### src/rtl/morse_message_sequencer.sv
// Purpose : buffer ASCII characters, encode each to a Morse pattern/length, hand them one at a
//           time to the LED signal block over start/done, and insert inter-letter/inter-word silence.
// Latency : a character captured into an idle, empty sequencer raises o_Start two clocks later.
// Backpressure: o_Char_Ready (FIFO not full) gates writes; i_Done from the signal block paces output.
//
// Ports:
//   i_Clock, i_Reset (async, active-high)
//   i_Char_Valid / i_Char[7:0] / o_Char_Ready : character write interface
//   o_Start, o_Morse_Pattern[4:0] (bit4 = first symbol, 1 = dash), o_Morse_Length[2:0], i_Done
//   o_Busy : characters buffered or a character/gap in progress
//
// Build option: define MORSE_SEQ_LOWERCASE_EN to encode 'a'-'z' as their uppercase letters;
// without it lowercase codes are discarded like any other unsupported code.

// Character FIFO. Pointers carry one extra wrap bit so full and empty are distinguishable.
module morse_char_fifo #(
    parameter int WIDTH = 8,
    parameter int DEPTH = 8
) (
    input  logic             i_Clock,
    input  logic             i_Reset,
    input  logic             wr_vld,
    input  logic [WIDTH-1:0] wr_dat,
    output logic             wr_rdy,
    input  logic             rd_pop,
    output logic             rd_vld,
    output logic [WIDTH-1:0] rd_dat
);
    localparam int AW = $clog2(DEPTH);
    localparam logic [AW:0] PTR_ONE = 1;

    logic [WIDTH-1:0] mem [DEPTH];
    logic [AW:0]      wr_ptr;
    logic [AW:0]      rd_ptr;
    logic             wr_en;
    logic             rd_en;

    // Full/empty come straight from the registered pointers, never from wr_vld.
    assign wr_rdy = !((wr_ptr[AW] != rd_ptr[AW]) && (wr_ptr[AW-1:0] == rd_ptr[AW-1:0]));
    assign rd_vld = (wr_ptr != rd_ptr);
    assign wr_en  = wr_vld && wr_rdy;
    assign rd_en  = rd_pop && rd_vld;
    assign rd_dat = mem[rd_ptr[AW-1:0]];

    always_ff @(posedge i_Clock or posedge i_Reset) begin
        if (i_Reset) begin
            wr_ptr <= '0;
            rd_ptr <= '0;
        end else begin
            if (wr_en) wr_ptr <= wr_ptr + PTR_ONE;
            if (rd_en) rd_ptr <= rd_ptr + PTR_ONE;
        end
    end

    always_ff @(posedge i_Clock) begin
        if (wr_en) mem[wr_ptr[AW-1:0]] <= wr_dat;
    end
endmodule

module morse_message_sequencer #(
    parameter int UNIT_CYCLES      = 6250000,
    parameter int FIFO_DEPTH       = 8,
    parameter int LETTER_GAP_UNITS = 2,
    parameter int WORD_GAP_UNITS   = 4
) (
    input  logic       i_Clock,
    input  logic       i_Reset,
    input  logic       i_Char_Valid,
    input  logic [7:0] i_Char,
    output logic       o_Char_Ready,
    output logic       o_Start,
    output logic [4:0] o_Morse_Pattern,
    output logic [2:0] o_Morse_Length,
    input  logic       i_Done,
    output logic       o_Busy
);
    localparam int GAP_UNITS_MAX  = (LETTER_GAP_UNITS > WORD_GAP_UNITS) ? LETTER_GAP_UNITS : WORD_GAP_UNITS;
    localparam int GAP_CYCLES_MAX = GAP_UNITS_MAX * UNIT_CYCLES;
    localparam int GAP_W          = (GAP_CYCLES_MAX > 0) ? $clog2(GAP_CYCLES_MAX + 1) : 1;

    // GAP runs counter+1 cycles, so loading N-1 gives exactly N silent cycles.
    localparam logic [GAP_W-1:0] LETTER_GAP_LOAD = GAP_W'(LETTER_GAP_UNITS * UNIT_CYCLES - 1);
    localparam logic [GAP_W-1:0] WORD_GAP_LOAD   = GAP_W'(WORD_GAP_UNITS * UNIT_CYCLES - 1);
    localparam logic [GAP_W-1:0] GAP_ONE         = 1;

    typedef struct packed {
        logic [4:0] pattern;
        logic [2:0] length;
    } morse_sym_t;

    typedef enum logic [2:0] {
        S_IDLE,
        S_LOAD,
        S_START,
        S_RELEASE,
        S_GAP
    } state_t;

    state_t     state;
    logic [GAP_W-1:0] gap_cnt;

    logic       fifo_vld;
    logic [7:0] head_dat;
    logic       fifo_pop;

    logic [7:0] enc_char;
    morse_sym_t enc_sym;
    logic       enc_is_sym;
    logic       enc_is_space;

    // The head is consumed in LOAD only; IDLE checks registered occupancy, so a character
    // written into an empty FIFO is never popped in its own write cycle.
    assign fifo_pop = (state == S_LOAD);

    morse_char_fifo #(
        .WIDTH (8),
        .DEPTH (FIFO_DEPTH)
    ) u_fifo (
        .i_Clock (i_Clock),
        .i_Reset (i_Reset),
        .wr_vld  (i_Char_Valid),
        .wr_dat  (i_Char),
        .wr_rdy  (o_Char_Ready),
        .rd_pop  (fifo_pop),
        .rd_vld  (fifo_vld),
        .rd_dat  (head_dat)
    );

    // Head-of-FIFO lookup: patterns are left-aligned with unused low bits zero.
    always_comb begin
        enc_char = head_dat;
`ifdef MORSE_SEQ_LOWERCASE_EN
        if (head_dat >= 8'h61 && head_dat <= 8'h7A) enc_char = head_dat - 8'h20;
`endif
        enc_is_space = (enc_char == 8'h20);
        enc_is_sym   = 1'b1;
        enc_sym      = '0;
        case (enc_char)
            8'h41: enc_sym = {5'b01000, 3'd2};  // A .-
            8'h42: enc_sym = {5'b10000, 3'd4};  // B -...
            8'h43: enc_sym = {5'b10100, 3'd4};  // C -.-.
            8'h44: enc_sym = {5'b10000, 3'd3};  // D -..
            8'h45: enc_sym = {5'b00000, 3'd1};  // E .
            8'h46: enc_sym = {5'b00100, 3'd4};  // F ..-.
            8'h47: enc_sym = {5'b11000, 3'd3};  // G --.
            8'h48: enc_sym = {5'b00000, 3'd4};  // H ....
            8'h49: enc_sym = {5'b00000, 3'd2};  // I ..
            8'h4A: enc_sym = {5'b01110, 3'd4};  // J .---
            8'h4B: enc_sym = {5'b10100, 3'd3};  // K -.-
            8'h4C: enc_sym = {5'b01000, 3'd4};  // L .-..
            8'h4D: enc_sym = {5'b11000, 3'd2};  // M --
            8'h4E: enc_sym = {5'b10000, 3'd2};  // N -.
            8'h4F: enc_sym = {5'b11100, 3'd3};  // O ---
            8'h50: enc_sym = {5'b01100, 3'd4};  // P .--.
            8'h51: enc_sym = {5'b11010, 3'd4};  // Q --.-
            8'h52: enc_sym = {5'b01000, 3'd3};  // R .-.
            8'h53: enc_sym = {5'b00000, 3'd3};  // S ...
            8'h54: enc_sym = {5'b10000, 3'd1};  // T -
            8'h55: enc_sym = {5'b00100, 3'd3};  // U ..-
            8'h56: enc_sym = {5'b00010, 3'd4};  // V ...-
            8'h57: enc_sym = {5'b01100, 3'd3};  // W .--
            8'h58: enc_sym = {5'b10010, 3'd4};  // X -..-
            8'h59: enc_sym = {5'b10110, 3'd4};  // Y -.--
            8'h5A: enc_sym = {5'b11000, 3'd4};  // Z --..
            8'h30: enc_sym = {5'b11111, 3'd5};  // 0
            8'h31: enc_sym = {5'b01111, 3'd5};  // 1
            8'h32: enc_sym = {5'b00111, 3'd5};  // 2
            8'h33: enc_sym = {5'b00011, 3'd5};  // 3
            8'h34: enc_sym = {5'b00001, 3'd5};  // 4
            8'h35: enc_sym = {5'b00000, 3'd5};  // 5
            8'h36: enc_sym = {5'b10000, 3'd5};  // 6
            8'h37: enc_sym = {5'b11000, 3'd5};  // 7
            8'h38: enc_sym = {5'b11100, 3'd5};  // 8
            8'h39: enc_sym = {5'b11110, 3'd5};  // 9
            default: enc_is_sym = 1'b0;
        endcase
    end

    always_ff @(posedge i_Clock or posedge i_Reset) begin
        if (i_Reset) begin
            state           <= S_IDLE;
            gap_cnt         <= '0;
            o_Start         <= 1'b0;
            o_Morse_Pattern <= '0;
            o_Morse_Length  <= '0;
            o_Busy          <= 1'b0;
        end else begin
            // Registered view of "work outstanding": drops one cycle after IDLE with nothing queued.
            o_Busy <= !((state == S_IDLE) && !fifo_vld);

            case (state)
                S_IDLE: begin
                    if (fifo_vld) state <= S_LOAD;
                end

                S_LOAD: begin
                    if (enc_is_sym) begin
                        o_Morse_Pattern <= enc_sym.pattern;
                        o_Morse_Length  <= enc_sym.length;
                        o_Start         <= 1'b1;
                        state           <= S_START;
                    end else if (enc_is_space && (WORD_GAP_UNITS > 0)) begin
                        gap_cnt <= WORD_GAP_LOAD;
                        state   <= S_GAP;
                    end else begin
                        // Unsupported code (or zero-length word gap): already popped, nothing sent.
                        state <= S_IDLE;
                    end
                end

                S_START: begin
                    if (i_Done) begin
                        o_Start <= 1'b0;
                        state   <= S_RELEASE;
                    end
                end

                S_RELEASE: begin
                    // Wait for the signal block to drop done so the next start is seen as new.
                    if (!i_Done) begin
                        if (LETTER_GAP_UNITS > 0) begin
                            gap_cnt <= LETTER_GAP_LOAD;
                            state   <= S_GAP;
                        end else begin
                            state <= S_IDLE;
                        end
                    end
                end

                S_GAP: begin
                    if (gap_cnt == '0) state <= S_IDLE;
                    else               gap_cnt <= gap_cnt - GAP_ONE;
                end

                default: state <= S_IDLE;
            endcase
        end
    end
endmodule

### config.mk
export PLATFORM = sky130hd
export DESIGN_NAME = morse_message_sequencer
export DESIGN_NICKNAME = d
export VERILOG_FILES = /design/src/rtl/morse_message_sequencer.sv
export SDC_FILE = /design/constraint.sdc
export NUM_CORES = 1
export LEC_CHECK = 0
export ABC_AREA = 0
export BUFFER_PORTS_ARGS = -buffer_cell sky130_fd_sc_hd__buf_2
export CAP_MARGIN = 20
export CORE_ASPECT_RATIO = 0.5
export CORE_MARGIN = 4
export CORE_UTILIZATION = 55
export CTS_CLUSTER_DIAMETER = 100
export DETAILED_ROUTE_END_ITERATION = 16
export PLACE_DENSITY = 0.72
export SYNTH_ARGS = -nofsm -noshare
export SYNTH_HDL_FRONTEND = slang
export SYNTH_SLANG_ARGS = --single-unit
### constraint.sdc
create_clock -name i_Clock -period 6.54 [get_ports i_Clock]
set_clock_uncertainty 0.05 [all_clocks]
set_input_delay 0.654 -clock i_Clock [delete_from_list [all_inputs] [get_ports i_Clock]]
set_output_delay 0.654 -clock i_Clock [all_outputs]
set_load 0.03 [all_outputs]
== Yosys cells after proc, flatten, opt, wreduce, memory -nomap -nowiden ==
Memories as Yosys holds them, arrays and structs flattened.
Index checks and enable logic that the tools add are counted.

* Bits of input ports: 12
* Bits in writable memories: 64
* Bits in registers: 46
* Memories kept: 1

{| class="wikitable"
|+ Memories
! memory !! words !! bits a word !! rd ports !! clocked after Yosys merged registers in !! write ports !! RTL line !! text
|-
| u_fifo.mem || 8 || 8 || 1 || 0 || 1 || 32 || <nowiki>logic [WIDTH-1:0] mem [DEPTH];</nowiki>
|}

* Reductions and logical operators: 16
* Add/sub/neg operators: 3
* Mux-type cells: 19
* Eq/ne operators: 52

{| class="wikitable"
|+ Operator list
! cell !! number
|-
| 8-bit one-hot mux with 36 select lines || 1
|-
| 8-bit by 7-bit == test with 1-bit output (second input constant) || 26
|-
| 25-bit 2-to-1 mux || 4
|-
| 8-bit by 6-bit == test with 1-bit output (second input constant) || 11
|-
| 25-bit one-hot mux with 3 select lines || 1
|-
| 36-bit OR reduction || 1
|-
| 25-bit logical NOT || 1
|-
| 25-bit by 1-bit subtractor with 25-bit output (second input constant) || 1
|-
| 3-bit 2-to-1 mux || 6
|-
| 2-bit != test (second input constant) || 8
|-
| 3-bit one-hot mux with 5 select lines || 1
|-
| 4-bit by 1-bit adder with 4-bit output (second input constant) || 2
|-
| 3-bit by 2-bit == test with 1-bit output (second input constant) || 2
|-
| 1-bit 2-to-1 mux || 5
|-
| 5-bit AND reduction || 1
|-
| 1-bit logical AND || 4
|-
| 4-bit != test || 1
|-
| 4-bit AND reduction || 1
|-
| 3-bit by 1-bit == test with 1-bit output (second input constant) || 1
|-
| 3-bit == test || 1
|-
| 3-bit == test (second input constant) || 1
|-
| 1-bit logical NOT || 3
|-
| 3-bit logical NOT || 1
|-
| 3-bit AND reduction || 1
|-
| 5 further kinds || 5
|}

== Longest topological paths before layout ==
* Depth in word-level cells: 6
* Depth in mapped cells: 11
* Mapped depth without buffers: 10

== Hierarchy ==
From an unflattened synthesis, not the netlist that was laid out.

* Cells, all modules: 479
* Area, all modules: 5,878.1 sq um

{| class="wikitable"
|+ Modules (own cells, without submodules)
! module !! area an instance (sq um) !! cells an instance !! times used
|-
| morse_char_fifo || 3,065.4 || 155 || 1
|-
| morse_message_sequencer || 2,812.7 || 324 || 1
|}

== Worst setup path after synthesis ==
OpenSTA, ideal clock, no wires.

* Path type: register to register
* From: register u_fifo.rd_ptr[1]
* To: memory u_fifo.mem[0][0] (enable)
* Clock period less this slack: 2,866 ps
* Required time: 6,107 ps
* Setup slack: 3,674 ps
* Arrival time: 2,432 ps
* Stages on the path, launching flop included: 10
* Cells stage by stage: dfrtp_1 -> buf_2 -> buf_2 -> xor2_1 -> nor3_1 -> nand2_1 -> and2_1 -> clkbuf_1 -> nand2b_1 -> nor3_1

* Cells in the longest elaborated chain, start to end: 6

{| class="wikitable"
|+ Ends and longest elaborated chain
! item !! RTL line !! text
|-
| from (decl) || 34 || <nowiki>logic [AW:0] rd_ptr;</nowiki>
|-
| from (signal assigned) || 51 || <nowiki>if (rd_en) rd_ptr <= rd_ptr + PTR_ONE;</nowiki>
|-
| 3-bit == test || 39 || <nowiki>assign wr_rdy = !((wr_ptr[AW] != rd_ptr[AW]) && (wr_ptr[AW-1:0] == rd_ptr[AW-1:0]));</nowiki>
|-
| 1-bit logical AND || 39 ||
|-
| 1-bit logical NOT || 39 ||
|-
| net o_Char_Ready || 70 || <nowiki>output logic o_Char_Ready,</nowiki>
|-
| 1-bit logical AND || 41 || <nowiki>assign wr_en = wr_vld && wr_rdy;</nowiki>
|-
| 1-bit 2-to-1 mux || 56 || <nowiki>if (wr_en) mem[wr_ptr[AW-1:0]] <= wr_dat;</nowiki>
|-
| 1-bit 2-to-1 mux (implied by the code) || 56 ||
|-
| to (decl) || 32 ||
|}

The timed path passes the listed nets, and every way through them passes these cells.

== Worst setup path after layout ==
* From: register u_fifo.rd_ptr[0]
* To: register gap_cnt[4]

* Cells in the longest elaborated chain, start to end: 6

{| class="wikitable"
|+ Ends and longest elaborated chain
! item !! RTL line !! text
|-
| memory 8 x 8 bit (*) || n/a ||
|-
| 8-bit by 6-bit == test with 1-bit output / 8-bit by 7-bit == test with 1-bit output (equally long branches) || 138 || <nowiki>case (enc_char)</nowiki>
|-
| 36-bit OR reduction (no source line) || n/a ||
|-
| 1-bit 2-to-1 mux || 138 ||
|-
| 2-bit != test (no source line) || n/a ||
|-
| 5-bit AND reduction (no source line) (*) || n/a ||
|-
| to (signal assigned) || 232 || <nowiki>else gap_cnt <= gap_cnt - GAP_ONE;</nowiki>
|-
| to (decl) || 100 || <nowiki>logic [GAP_W-1:0] gap_cnt;</nowiki>
|}

Every way passes the cells marked *; elsewhere a longest branch is shown, timed or not.
A chain may end at the register's enable or synchronous reset.

==> impl_metrics.json <==
{
  "drtIter0Drc": 373,
  "clk_pin_slew_worst_paths_ps": 80,
  "yosys_warnings": 0,
  "drive_gt1_share_pct": 19.2,
  "dp.cells": 599,
  "die_w_um": 150,
  "cts_resized": 0,
  "grt_overflow": 0,
  "cts_root_buffer": "clkbuf_16",
  "place_hpwl_mm": 7.31,
  "grt_util_met3_pct": 4.73,
  "multi_input_area_um2": 2260,
  "ys_seq_area_share_pct": 55.6,
  "drc": 0,
  "grt_max_degree": 47,
  "fillerInstances": 725,
  "cts_tree": "built",
  "synth-seq-cells": 110,
  "fin_crit_sh_pct": 55.5,
  "relSlewSlack_pct": 28.2,
  "synth_ff_type": "edfxtp_1",
  "arrival_ps": 3850,
  "cp-end-kind": "flip-flop",
  "avgViaCountPerCell": 6.12,
  "finalNetCount": 491,
  "cellLeakagePower_uw": 0.00224,
  "layout.area.seq_um2": 3070,
  "start_util_pct": 57.5,
  "finalSetupViolCount": 0,
  "synth_top_family_by_area": "compound AO/OA/AOI/OAI gates",
  "clkLatencyLatePin_ps": 360,
  "design_area_um2": 6010,
  "synth-simple-area-share_pct": 12.9,
  "routedWlPerCell_um": 18.3,
  "max_freq_ghz": 0.276,
  "rsz0062_at_grt": "false",
  "clkSinkCount": 110,
  "met1_usage_pct": 29.5,
  "cp_data_required_time_ps": 6760,
  "synthMuxAreaShare_pct": 12.3,
  "power.density_nw_per_um2": 499,
  "clockBufferDepth": 2,
  "syn_nets": 476,
  "finalSetupTns_ps": 0,
  "ant_nets": 0,
  "worstMarginPinSlew_ps": 1070,
  "grt_first_pass_wirelength_mm": 18.6,
  "synth_edf_count": 64,
  "cts_buffers": 9,
  "place_congestion": 0.927,
  "grtUsageTotal_pct": 20.6,
  "ios": 23,
  "hold_buffers": 0,
  "ir_drop_mv": 0.238,
  "drv_cap": 0,
  "hp-class": "primary input to asynchronous set/reset pin",
  "core_area_um2": 9600,
  "synthArstFlopShare_pct": 41.8,
  "antenna_found_initial": 0,
  "status": "completed",
  "vias": 3763,
  "finalHoldViolCount": 0,
  "syn_avg_cell_area_um2": 12.0,
  "htreeDepth": 3,
  "synth_cells": 461,
  "first_global_vias": 3517,
  "busiest_layer": "met2",
  "dieHeight_um": 78.9,
  "syn_area_um2": 5520,
  "cts_setup_buffers": 0,
  "use_met2_pct": 31.5,
  "io_buffers": 22,
  "reg2regPathDepth": 9,
  "ys_types": 66,
  "drt-pass1-iter-count": 5,
  "synth_xor_area_share_pct": 1.74,
  "dpl-instance-area_um2": 5700,
  "stdcell_count": 615,
  "path_class": "flip-flop to flip-flop",
  "routed_wl_mm": 11.2,
  "period_minus_slack_ps": 3630,
  "row_count": 25,
  "area_delta_synth_final_pct": 8.72,
  "cp_max_fo": 24,
  "synthAdderAreaFrac_pct": 0.680,
  "synth-compound-area-share_pct": 13.2,
  "die_area_um2": 11800,
  "startpoint_type": "flip-flop",
  "maxSlewViolCount": 0,
  "antennaDiodeCount": 0
}
[area by class of cell]
type / count / area share, %
clock inverter: 6 / 1.04
inverter: 10 / 0.625
timing repair buffer: 30 / 3.04
sequential: 110 / 51.2
clock buffer: 9 / 3.75
tap: 135 / 2.81
multi-input combinational: 315 / 37.6
[logic make-up (layout without fill, tap and decap cells)]
family | after synthesis | count (layout)
AOI/OAI and AO/OA | 116 | 116
xor gates and xnor gates | 11 | 11
adders and majority gates | 3 | 3
buffers and inverters | 36 | 55
DFF | 110 | 110
muxes | 37 | 37
and+or+nand+nor | 148 | 148
[synthesized netlist by cell type, drive strengths merged (2+ instances only)]
library cell / n / share of area [%]
a21oi: 32 / 3.0
mux2i: 6 / 1.8
inv: 10 / 0.68
nand2b: 6 / 0.68
o21ai: 38 / 3.6
o31ai: 2 / 0.27
dfrtp: 46 / 21
buf: 17 / 2.2
nand4: 2 / 0.23
a211oi: 3 / 0.50
a31oi: 16 / 1.8
mux2: 15 / 3.6
a22oi: 3 / 0.50
o22a: 3 / 0.48
or2: 2 / 0.23
and3: 2 / 0.23
nand2: 35 / 2.4
nor2: 59 / 4.2
ha: 3 / 0.68
nand3: 7 / 0.63
xnor2: 4 / 0.63
o41ai: 2 / 0.32
nor3: 17 / 1.6
o32ai: 3 / 0.48
xor2: 7 / 1.1
nor2b: 2 / 0.23
mux4: 16 / 6.9
nor4: 7 / 1.0
edfxtp: 64 / 35
o22ai: 4 / 0.45
or4: 2 / 0.27
nand3b: 2 / 0.50
clkbuf: 9 / 0.61
and2: 3 / 0.34
[stage by stage]
stage	utilization, %	hold WS, ps	setup WS, ps	power [uW]
after floorplan	-	405	3670	2200
after global placement	59.3	430	2990	2430
after detailed placement	59.3	434	2940	2450
after CTS	62.3	444	2920	2990
after global routing	62.5	139	2610	3190
final	62.5	129	2910	3000
[report_power, final]
| group | switching (uW) | internal (uW) |
|---|---|---|
| sequential | 185 | 915 |
| combinational | 819 | 539 |
| clock | 268 | 268 |
[final timing paths]
kind | startpoint | end | slack [ps]
max | u_fifo.rd_ptr[0] | gap_cnt[4] | 2910
min | i_Reset | o_Busy | 130
max reg2reg | u_fifo.rd_ptr[0] | gap_cnt[4] | 2910
min reg2reg | u_fifo.wr_ptr[3] | u_fifo.wr_ptr[3] | 450
max in group asynchronous | i_Reset | gap_cnt[9] | 5860
min in group i_Clock | u_fifo.wr_ptr[3] | u_fifo.wr_ptr[3] | 450
[registers in the layout, indices dropped and copies added, names as in the netlist]
signal and cells:
o_Start 1, o_Morse_Length 3, u_fifo.mem 64, u_fifo.rd_ptr 4, o_Busy 1, gap_cnt 25, state 3, o_Morse_Pattern 5
u_fifo.wr_ptr 4
[layer usage]
metal / wire (um) / share of wire [%]
met1: 5170 / 46
met2: 5210 / 46
met3: 689 / 6.1
met4: 164 / 1.5
met5: 0 / 0
[worst max-delay path, cell delays in order, from the launching register on]
cell	delay, ps
dfrtp_1	1010
mux4_2	640
mux2i_1	470
nand2_1	200
nor3_2	260
a311oi_2	140
buf_4	250
inv_2	190
o21ai_0	110
a21boi_0	210
[cells in the final DEF (no fill, tap or decap), types with 6 or more instances in the layout]
master     instances
a21oi_1           31
a31oi_1           16
buf_2             22
buf_4              7
clkbuf_16          9
dfrtp_1           46
edfxtp_1          64
inv_1              8
mux2_2             7
mux2_4             8
mux4_1             6
mux4_2            10
nand2_1           34
nand2b_1           6
nand3_1            7
nor2_1            55
nor3_1            16
o21ai_0           35
xor2_1             7
Power figures use the tool's default switching activity.
